`src/rtl/result_accumulator_pkg.sv`:
```
// Shared definitions for the result read-back path: FSM encodings and default widths,
// common with the multiply data mover.
package result_accumulator_pkg;

  localparam logic [1:0] S_IDLE  = 2'd0;
  localparam logic [1:0] S_RUN   = 2'd1;
  localparam logic [1:0] S_DRAIN = 2'd2;
  localparam logic [1:0] S_DONE  = 2'd3;

  localparam int DEF_CNT           = 31;
  localparam int DEF_DWIDTH        = 32;
  localparam int DEF_AWIDTH        = 12;
  localparam int DEF_MEM_SIZE      = 4096;
  localparam int DEF_IN_DATA_WIDTH = 8;
  localparam int DEF_ACC_WIDTH     = 48;

endpackage

```
`src/rtl/result_accumulator_rd_seq.sv`:
```
// Read sequencer: run/idle/done FSM, BRAM address counter and read-data valid tracking.
module result_rd_seq
  import result_accumulator_pkg::*;
#(
  parameter int CNT      = DEF_CNT,
  parameter int AWIDTH   = DEF_AWIDTH,
  parameter int MEM_SIZE = DEF_MEM_SIZE
) (
  input  logic              clk,
  input  logic              reset_n,
  input  logic              i_run,
  input  logic [CNT-1:0]    i_num_cnt,
  output logic              o_idle,
  output logic              o_read,
  output logic              o_done,
  output logic              o_start,
  output logic              o_valid,
  output logic [AWIDTH-1:0] o_addr,
  output logic              o_ce
);

  // Power-of-two depth: masking is the same as letting the address wrap.
  localparam logic [AWIDTH-1:0] ADDR_MASK = AWIDTH'(MEM_SIZE - 1);

  logic [1:0]     r_state;
  logic [CNT-1:0] r_num_cnt;
  logic [CNT-1:0] r_addr_cnt;
  logic           r_valid;
  logic           w_last;

  assign w_last  = (r_addr_cnt == r_num_cnt - CNT'(1));
  assign o_start = (r_state == S_IDLE) && i_run;
  assign o_idle  = (r_state == S_IDLE);
  assign o_read  = (r_state == S_RUN);
  assign o_done  = (r_state == S_DONE);
  assign o_ce    = (r_state == S_RUN);
  assign o_valid = r_valid;
  assign o_addr  = r_addr_cnt[AWIDTH-1:0] & ADDR_MASK;

  always_ff @(posedge clk or negedge reset_n) begin
    if (!reset_n) begin
      r_state    <= S_IDLE;
      r_num_cnt  <= '0;
      r_addr_cnt <= '0;
      r_valid    <= 1'b0;
    end else begin
      r_valid <= o_ce;
      case (r_state)
        S_IDLE: begin
          if (i_run) begin
            r_num_cnt  <= i_num_cnt;
            r_addr_cnt <= '0;
            r_state    <= (i_num_cnt == '0) ? S_DONE : S_RUN;
          end
        end
        S_RUN: begin
          if (w_last) begin
            r_addr_cnt <= '0;
            r_state    <= S_DRAIN;
          end else begin
            r_addr_cnt <= r_addr_cnt + CNT'(1);
          end
        end
        S_DRAIN: r_state <= S_DONE;
        S_DONE:  r_state <= S_IDLE;
        default: r_state <= S_IDLE;
      endcase
    end
  end

endmodule

```
`src/rtl/result_accumulator.sv`:
```
// Reads back the result BRAM and sums both packed products of every word into a wide
// accumulator with a sticky carry-out flag.
module result_accumulator
  import result_accumulator_pkg::*;
#(
  parameter int CNT           = DEF_CNT,
  parameter int DWIDTH        = DEF_DWIDTH,
  parameter int AWIDTH        = DEF_AWIDTH,
  parameter int MEM_SIZE      = DEF_MEM_SIZE,
  parameter int IN_DATA_WIDTH = DEF_IN_DATA_WIDTH,
  parameter int ACC_WIDTH     = DEF_ACC_WIDTH
) (
  input  logic                 clk,
  input  logic                 reset_n,
  input  logic                 i_run,
  input  logic [CNT-1:0]       i_num_cnt,
  output logic                 o_idle,
  output logic                 o_read,
  output logic                 o_done,
  output logic [ACC_WIDTH-1:0] o_sum,
  output logic                 o_overflow,
  output logic [AWIDTH-1:0]    addr_b1,
  output logic                 ce_b1,
  output logic                 we_b1,
  input  logic [DWIDTH-1:0]    q0_b1,
  output logic [DWIDTH-1:0]    d0_b1
);

  localparam int PW = 2 * IN_DATA_WIDTH;
  localparam int SW = ACC_WIDTH + 1;

  logic                 w_start;
  logic                 w_valid;
  logic [SW-1:0]        w_prod [2];
  logic [SW-1:0]        w_acc_sum;
  logic [ACC_WIDTH-1:0] r_acc;
  logic                 r_overflow;

  result_rd_seq #(
    .CNT      (CNT),
    .AWIDTH   (AWIDTH),
    .MEM_SIZE (MEM_SIZE)
  ) u_rd_seq (
    .clk       (clk),
    .reset_n   (reset_n),
    .i_run     (i_run),
    .i_num_cnt (i_num_cnt),
    .o_idle    (o_idle),
    .o_read    (o_read),
    .o_done    (o_done),
    .o_start   (w_start),
    .o_valid   (w_valid),
    .o_addr    (addr_b1),
    .o_ce      (ce_b1)
  );

  genvar gi;
  generate
    for (gi = 0; gi < 2; gi++) begin : g_prod
      assign w_prod[gi] = SW'(q0_b1[gi*PW +: PW]);
    end
  endgenerate

  // One spare bit catches the carry out of the accumulator width.
  assign w_acc_sum = {1'b0, r_acc} + w_prod[0] + w_prod[1];

  always_ff @(posedge clk or negedge reset_n) begin
    if (!reset_n) begin
      r_acc      <= '0;
      r_overflow <= 1'b0;
    end else if (w_start) begin
      r_acc      <= '0;
      r_overflow <= 1'b0;
    end else if (w_valid) begin
      r_acc <= w_acc_sum[ACC_WIDTH-1:0];
      if (w_acc_sum[ACC_WIDTH]) r_overflow <= 1'b1;
    end
  end

  assign o_sum      = r_acc;
  assign o_overflow = r_overflow;
  assign we_b1      = 1'b0;
  assign d0_b1      = '0;

endmodule
```
`config.mk`:
```
export PLATFORM = sky130hd
export DESIGN_NAME = result_accumulator
export DESIGN_NICKNAME = d
export VERILOG_FILES = /design/src/rtl/result_accumulator_pkg.sv /design/src/rtl/result_accumulator_rd_seq.sv /design/src/rtl/result_accumulator.sv
export SDC_FILE = /design/constraint.sdc
export NUM_CORES = 1
export LEC_CHECK = 0
export BUFFER_PORTS_ARGS = -buffer_cell sky130_fd_sc_hd__buf_2
export CAP_MARGIN = 25
export CORE_ASPECT_RATIO = 1.1
export CORE_UTILIZATION = 40
export DETAILED_ROUTE_END_ITERATION = 10
export GPL_TIMING_DRIVEN = 0
export MAX_ROUTING_LAYER = met4
export SKIP_LAST_GASP = 1
export SYNTH_ARGS = -nofsm -noshare
export SYNTH_HDL_FRONTEND = slang
export SYNTH_SLANG_ARGS = --single-unit
```
`constraint.sdc`:
```
create_clock -name clk -period 3.4 [get_ports clk]
set_input_delay 0.34 -clock clk [delete_from_list [all_inputs] [get_ports clk]]
set_output_delay 0.34 -clock clk [all_outputs]
set_load 0.05 [all_outputs]
```
; Word level (Yosys, flattened, before mapping)
; Index checks and enable logic that the tools add are counted.
[word_totals]
in_bits = 66
output_inout_bits = 98
ff_bits = 114
[op_classes]
addsub = 4
n_eq_ne = 6
n_mux = 12
n_reduce_logical = 10
[ops]
columns = op, count
row1 = 48-bit 2-to-1 mux, 2
row2 = 31-bit 2-to-1 mux, 2
row3 = 31-bit case mux with 2 select lines, 1
row4 = 48-bit by 16-bit adder with 49-bit output, 1
row5 = 49-bit by 16-bit adder with 49-bit output, 1
row6 = 31-bit by 1-bit adder with 31-bit output (second input constant), 1
row7 = 31-bit == test, 1
row8 = 31-bit zero test, 1
row9 = 31-bit by 1-bit subtractor with 31-bit output (second input constant), 1
row10 = 2-bit case mux with 4 select lines, 1
row11 = 2-bit AND reduction, 4
row12 = 2-bit 2-to-1 mux, 3
row13 = 2-bit nonzero test, 3
row14 = 2-bit == test (second input constant), 2
row15 = 2-bit inequality test (second input constant), 2
row16 = 1-bit 2-to-1 mux, 3
row17 = 2-bit by 1-bit == test with 1-bit output (second input constant), 1
row18 = 2-bit zero test, 1
row19 = 1-bit logical AND, 1

; Longest topological paths before layout
[logic_depth]
word_depth = 5
depth_mapped = 15
mapped_depth_nobuf = 14

; Cells and area by module
; A second synthesis with hierarchy kept.
[hier_totals]
hier_cells = 849
area_unflattened_um2 = 8131.5
[by_module_without_submodules]
columns = module, cells_each, instances, seq_area_each_um2, area_each_um2
row1 = result_rd_seq, 440, 1, 1626.6, 4231.6
row2 = result_accumulator, 409, 1, 1226.2, 3900.0

; Worst setup path before layout
; OpenSTA, ideal clock, no wires.
[synth_path]
path_type = flip-flop to flip-flop
from = reg r_acc[1] (netlist: o_sum[1])
to = reg r_acc[29] (netlist: o_sum[29])
path_slack_ns = -0.662
arrival_time_ns = 3.931
path_stages_with_launch = 14
required_ns = 3.268
period_less_slack_ns = 4.062
n_path_buf = 1
cell_sequence = dfrtp_1 > fa_1 > ha_1 > fa_1 > a21o_1 > a21oi_1 > o21ai_0 > a2111oi_0 > o31ai_1 > a32o_1 > clkbuf_1 > nand3_1 > xor2_1 > nor2_1
[synth_via]
elab_chain_cells = 4
[synth_lines]
columns = element, line
row1 = "start, declared", result_accumulator.sv:36  ; logic [ACC_WIDTH-1:0] r_acc;
row2 = "start signal, assigned", result_accumulator.sv:75  ; r_acc <= w_acc_sum[ACC_WIDTH-1:0];
row3 = 48-bit by 16-bit adder with 49-bit output, result_accumulator.sv:65  ; assign w_acc_sum = {1'b0, r_acc} + w_prod[0] + w_prod[1];
row4 = 49-bit by 16-bit adder with 49-bit output, result_accumulator.sv:65
row5 = 48-bit 2-to-1 mux, result_accumulator.sv:74  ; end else if (w_valid) begin
row6 = 48-bit 2-to-1 mux, result_accumulator.sv:71  ; end else if (w_start) begin
; Every way passes these cells. The select of a mux whose other input is x is not followed.
; A chain may end at the register's enable or synchronous reset.

; Worst setup path after layout
; Same ends and word-level chain as after synthesis.

==> impl_metrics.py <==
metrics = {
    "finish": {
        "finish.utilization": 0.523,
        "diodes": 0,
        "fillerInstances": 1764,
        "nNetsFinal": 1166,
        "drive_gt1_frac": 0.258,
        "synthToLayoutAreaGrowth_pct": 26.8,
    },
    "yosys": {
        "synth_edf_count": 0,
        "yosysSeqAreaShare": 0.373,
        "postSynth.asyncResetShare": 1.00,
        "synth.avg_cell_area_um2": 8.85,
        "ys.flop_type": "dfrtp_1",
        "synth_warnings": 0,
        "synth_seq_cells": 114,
        "syn_inst": 864,
        "synth_cell_types": 62,
        "syn_area_um2": 7650,
    },
    "timing": {
        "tightestPinTransition_ns": 0.722,
        "fin_crit_ns": 3.37,
        "fin_crit_sh": 0.992,
        "maxSlewViolCount": 0,
        "max_freq_mhz": 297,
        "rsz0062_at_grt": "true",
        "final_hold_viol_count": 0,
        "fin_skew_ns": 0.0145,
        "setup_viol": 0,
        "setup_tns_ns": 0,
        "worst_hold_slack_ns": 0.125,
        "slew_headroom": 0.519,
    },
    "setup_path": {
        "crit_type": "reg -> reg",
        "worstPathArrival_ns": 3.67,
        "r2r-end": "o_sum[29]",
        "rrSetupSlack_ns": 0.03,
        "rr_worst_depth": 13,
        "r2r_start": "o_sum[1]",
        "startpoint_type": "register",
        "worstSetupEndpointType": "register",
        "crit_path_max_fanout": 5,
        "required_ns": 3.69,
    },
    "clock_tree": {
        "root_buffer": "clkbuf_16",
        "cts_sinks": 114,
        "cts.clk_slew.worst_paths_ns": 0.06,
        "tritoncts": "yes",
        "cts_buffers": 17,
        "clockBufferDepth": 2,
        "worstSkewPairLatency_ns": 0.43,
        "htreeDepth": 4,
    },
    "grt": {
        "busiest_layer": "met2",
        "met3_usage": 0.0414,
        "antenna_found_initial": 0,
        "overflow": 0,
        "grt_max_degree": 86,
        "grt_pass1_wl_um": 32000,
        "grt_pass1_vias": 6355,
        "use_met2": 0.349,
        "use_met1": 0.265,
        "track_usage": 0.215,
    },
    "power": {
        "power_density_nw_per_um2": 828,
        "irDropWorstVdd_mv": 0.601,
        "power_mw": 8.03,
        "p_leak_nw": 4.70,
    },
    "placement": {
        "hpwlAfterDp_um": 14500,
        "io_buffers": 130,
        "gp_congestion": 0.882,
    },
    "floorplanning": {
        "dieArea_um2": 19700,
        "num_io_pins": 164,
        "die_w_um": 134,
        "rows": 52,
        "start_util": 0.412,
        "coreArea_um2": 18500,
        "dieHeight_um": 147,
    },
    "hold_path": {
        "hold_class": "in -> reg",
        "hold_depth": 3,
        "worstHoldStart": "i_num_cnt[25]",
        "holdPathEnd": "u_rd_seq.r_num_cnt[25]",
    },
    "detailed_routing": {
        "ant_nets": 0,
        "drc": 0,
        "first_pass_iters": 5,
        "vias_per_cell": 4.96,
        "num_vias": 6531,
        "drt_iter0_markers": 302,
        "wl_per_cell_um": 14.8,
        "routed_wl_um": 19500,
    },
    "run_status": {
        "status": "finished, final reports clean",
    },
    "job": {
        "maxCapViolCount": 0,
    },
}
worst max path at each step:
stage / start / to / slack [ns] / depth (start not counted)
2_1_floorplan: o_sum[1] / o_sum[29] / 0.008 / 13
3_3_place_gp: u_rd_seq.r_num_cnt[0] / u_rd_seq.r_addr_cnt[23] / -0.54 / 13
3_5_place_dp: u_rd_seq.r_num_cnt[0] / u_rd_seq.r_addr_cnt[23] / -0.58 / 13
4_1_cts: u_rd_seq.r_state[0] / u_rd_seq.r_addr_cnt[30] / -0.27 / 13
5_1_grt: o_sum[1] / o_sum[27] / -0.09 / 13
6_report: o_sum[1] / o_sum[29] / 0.03 / 13
cell usage in the layout, fill, tap and decap left out, types with 21 or more instances in the layout:
master and n:
clkbuf_1 21, conb_1 33, xnor2_1 60, nor2_1 113, dfrtp_1 111, xor2_1 42
inv_1 22, nand3_1 24, nand2_1 128, buf_2 133, a21oi_1 27, buf_4 61
per-stage QoR:
stage          cells  area (um^2)  setup slack (ns)
2_1_floorplan    896         7820           0.00788
3_3_place_gp    1269         8780            -0.539
3_5_place_dp    1270         8810            -0.577
4_1_cts         1310         9470            -0.273
5_1_grt         1317         9700           -0.0895
6_report        1317         9700            0.0274
final cells by class:
class / count / area, um^2 / area share
Buffer: 76 / 508 / 0.0524
Clock buffer: 18 / 429 / 0.0442
Clock inverter: 14 / 133 / 0.0137
Inverter: 23 / 86.3 / 0.00890
Multi-Input combinational cell: 681 / 4550 / 0.469
Sequential cell: 114 / 2860 / 0.295
Tap cell: 243 / 304 / 0.0313
Timing Repair Buffer: 148 / 832 / 0.0858
cell usage after synthesis, drive strengths merged, types with 3 or more instances:
cell,count,share of area
or3,10,0.0082
a21oi,28,0.018
a211oi,3,0.0029
buf,54,0.052
o21bai,3,0.0029
nand3,28,0.018
and3,9,0.0074
a2111oi,3,0.0043
and2,7,0.0057
nand2b,4,0.0033
a31oi,9,0.0074
nand3b,3,0.0029
and4,5,0.0057
o31ai,3,0.0029
nor4,22,0.022
nand2,130,0.064
o21ai,20,0.013
nand4,18,0.015
nor3b,3,0.0029
a21o,14,0.014
fa,17,0.044
inv,22,0.011
clkbuf,24,0.012
dfrtp,114,0.37
nor3,21,0.015
nor2,114,0.056
o21a,3,0.0029
mux2i,13,0.017
nor4b,5,0.0082
xor2,42,0.048
nor2b,4,0.0033
xnor2,62,0.071
ha,22,0.036
worst max-delay path: stages (launching register included):
cell       delay, ns
dfrtp_2         0.41
fa_1            0.46
ha_2            0.22
fa_2            0.34
a21o_1          0.19
a21oi_4         0.16
o21ai_4         0.08
a2111oi_4       0.46
o31ai_4         0.12
a32o_2          0.32
clkbuf_16       0.17
nand3_1         0.09
xor2_1          0.16
nor2_1          0.05
registers in the layout, indices dropped and copies added (netlist names):
name                 count
u_rd_seq.o_valid         1
o_overflow               1
u_rd_seq.r_num_cnt      31
u_rd_seq.r_addr_cnt     31
o_sum                   48
u_rd_seq.r_state         2
cells by family (layout without fill, tap and decap cells):
group,after synthesis,count (layout),synth area share
DFF,114,114,0.373
adders and majority gates,39,39,0.0805
muxes,15,15,0.0200
buffers and inverters,101,279,0.0752
xor gates and xnor gates,104,104,0.119
AOI/OAI and AO/OA,101,101,0.0880
other,1,33,0.000490
and+or+nand+nor,389,389,0.244
what timing repair did:
item	4_1_cts	5_1_grt
hold buffers	1	0
gates resized for setup	7	31
pin swaps	8	18
setup buffers	7	9
gates cloned	0	1
setup endpoints to repair	58	62
endpoints found under the hold margin	29	0
report_power, final:
group | switching [mW] | internal [mW] | total [mW] | leakage, nW
Combinational | 2.54 | 1.70 | 4.24 | 2.92
Sequential | 0.422 | 1.67 | 2.09 | 1.52
Clock | 0.690 | 1.01 | 1.70 | 0.267
layer usage:
layer,vias to the layer above,wire length (um)
met2,140,9600
met5,-,0
met3,28,821
met4,0,374
li1,3279,-
met1,3084,8660
(Power assumes the default switching activity.)
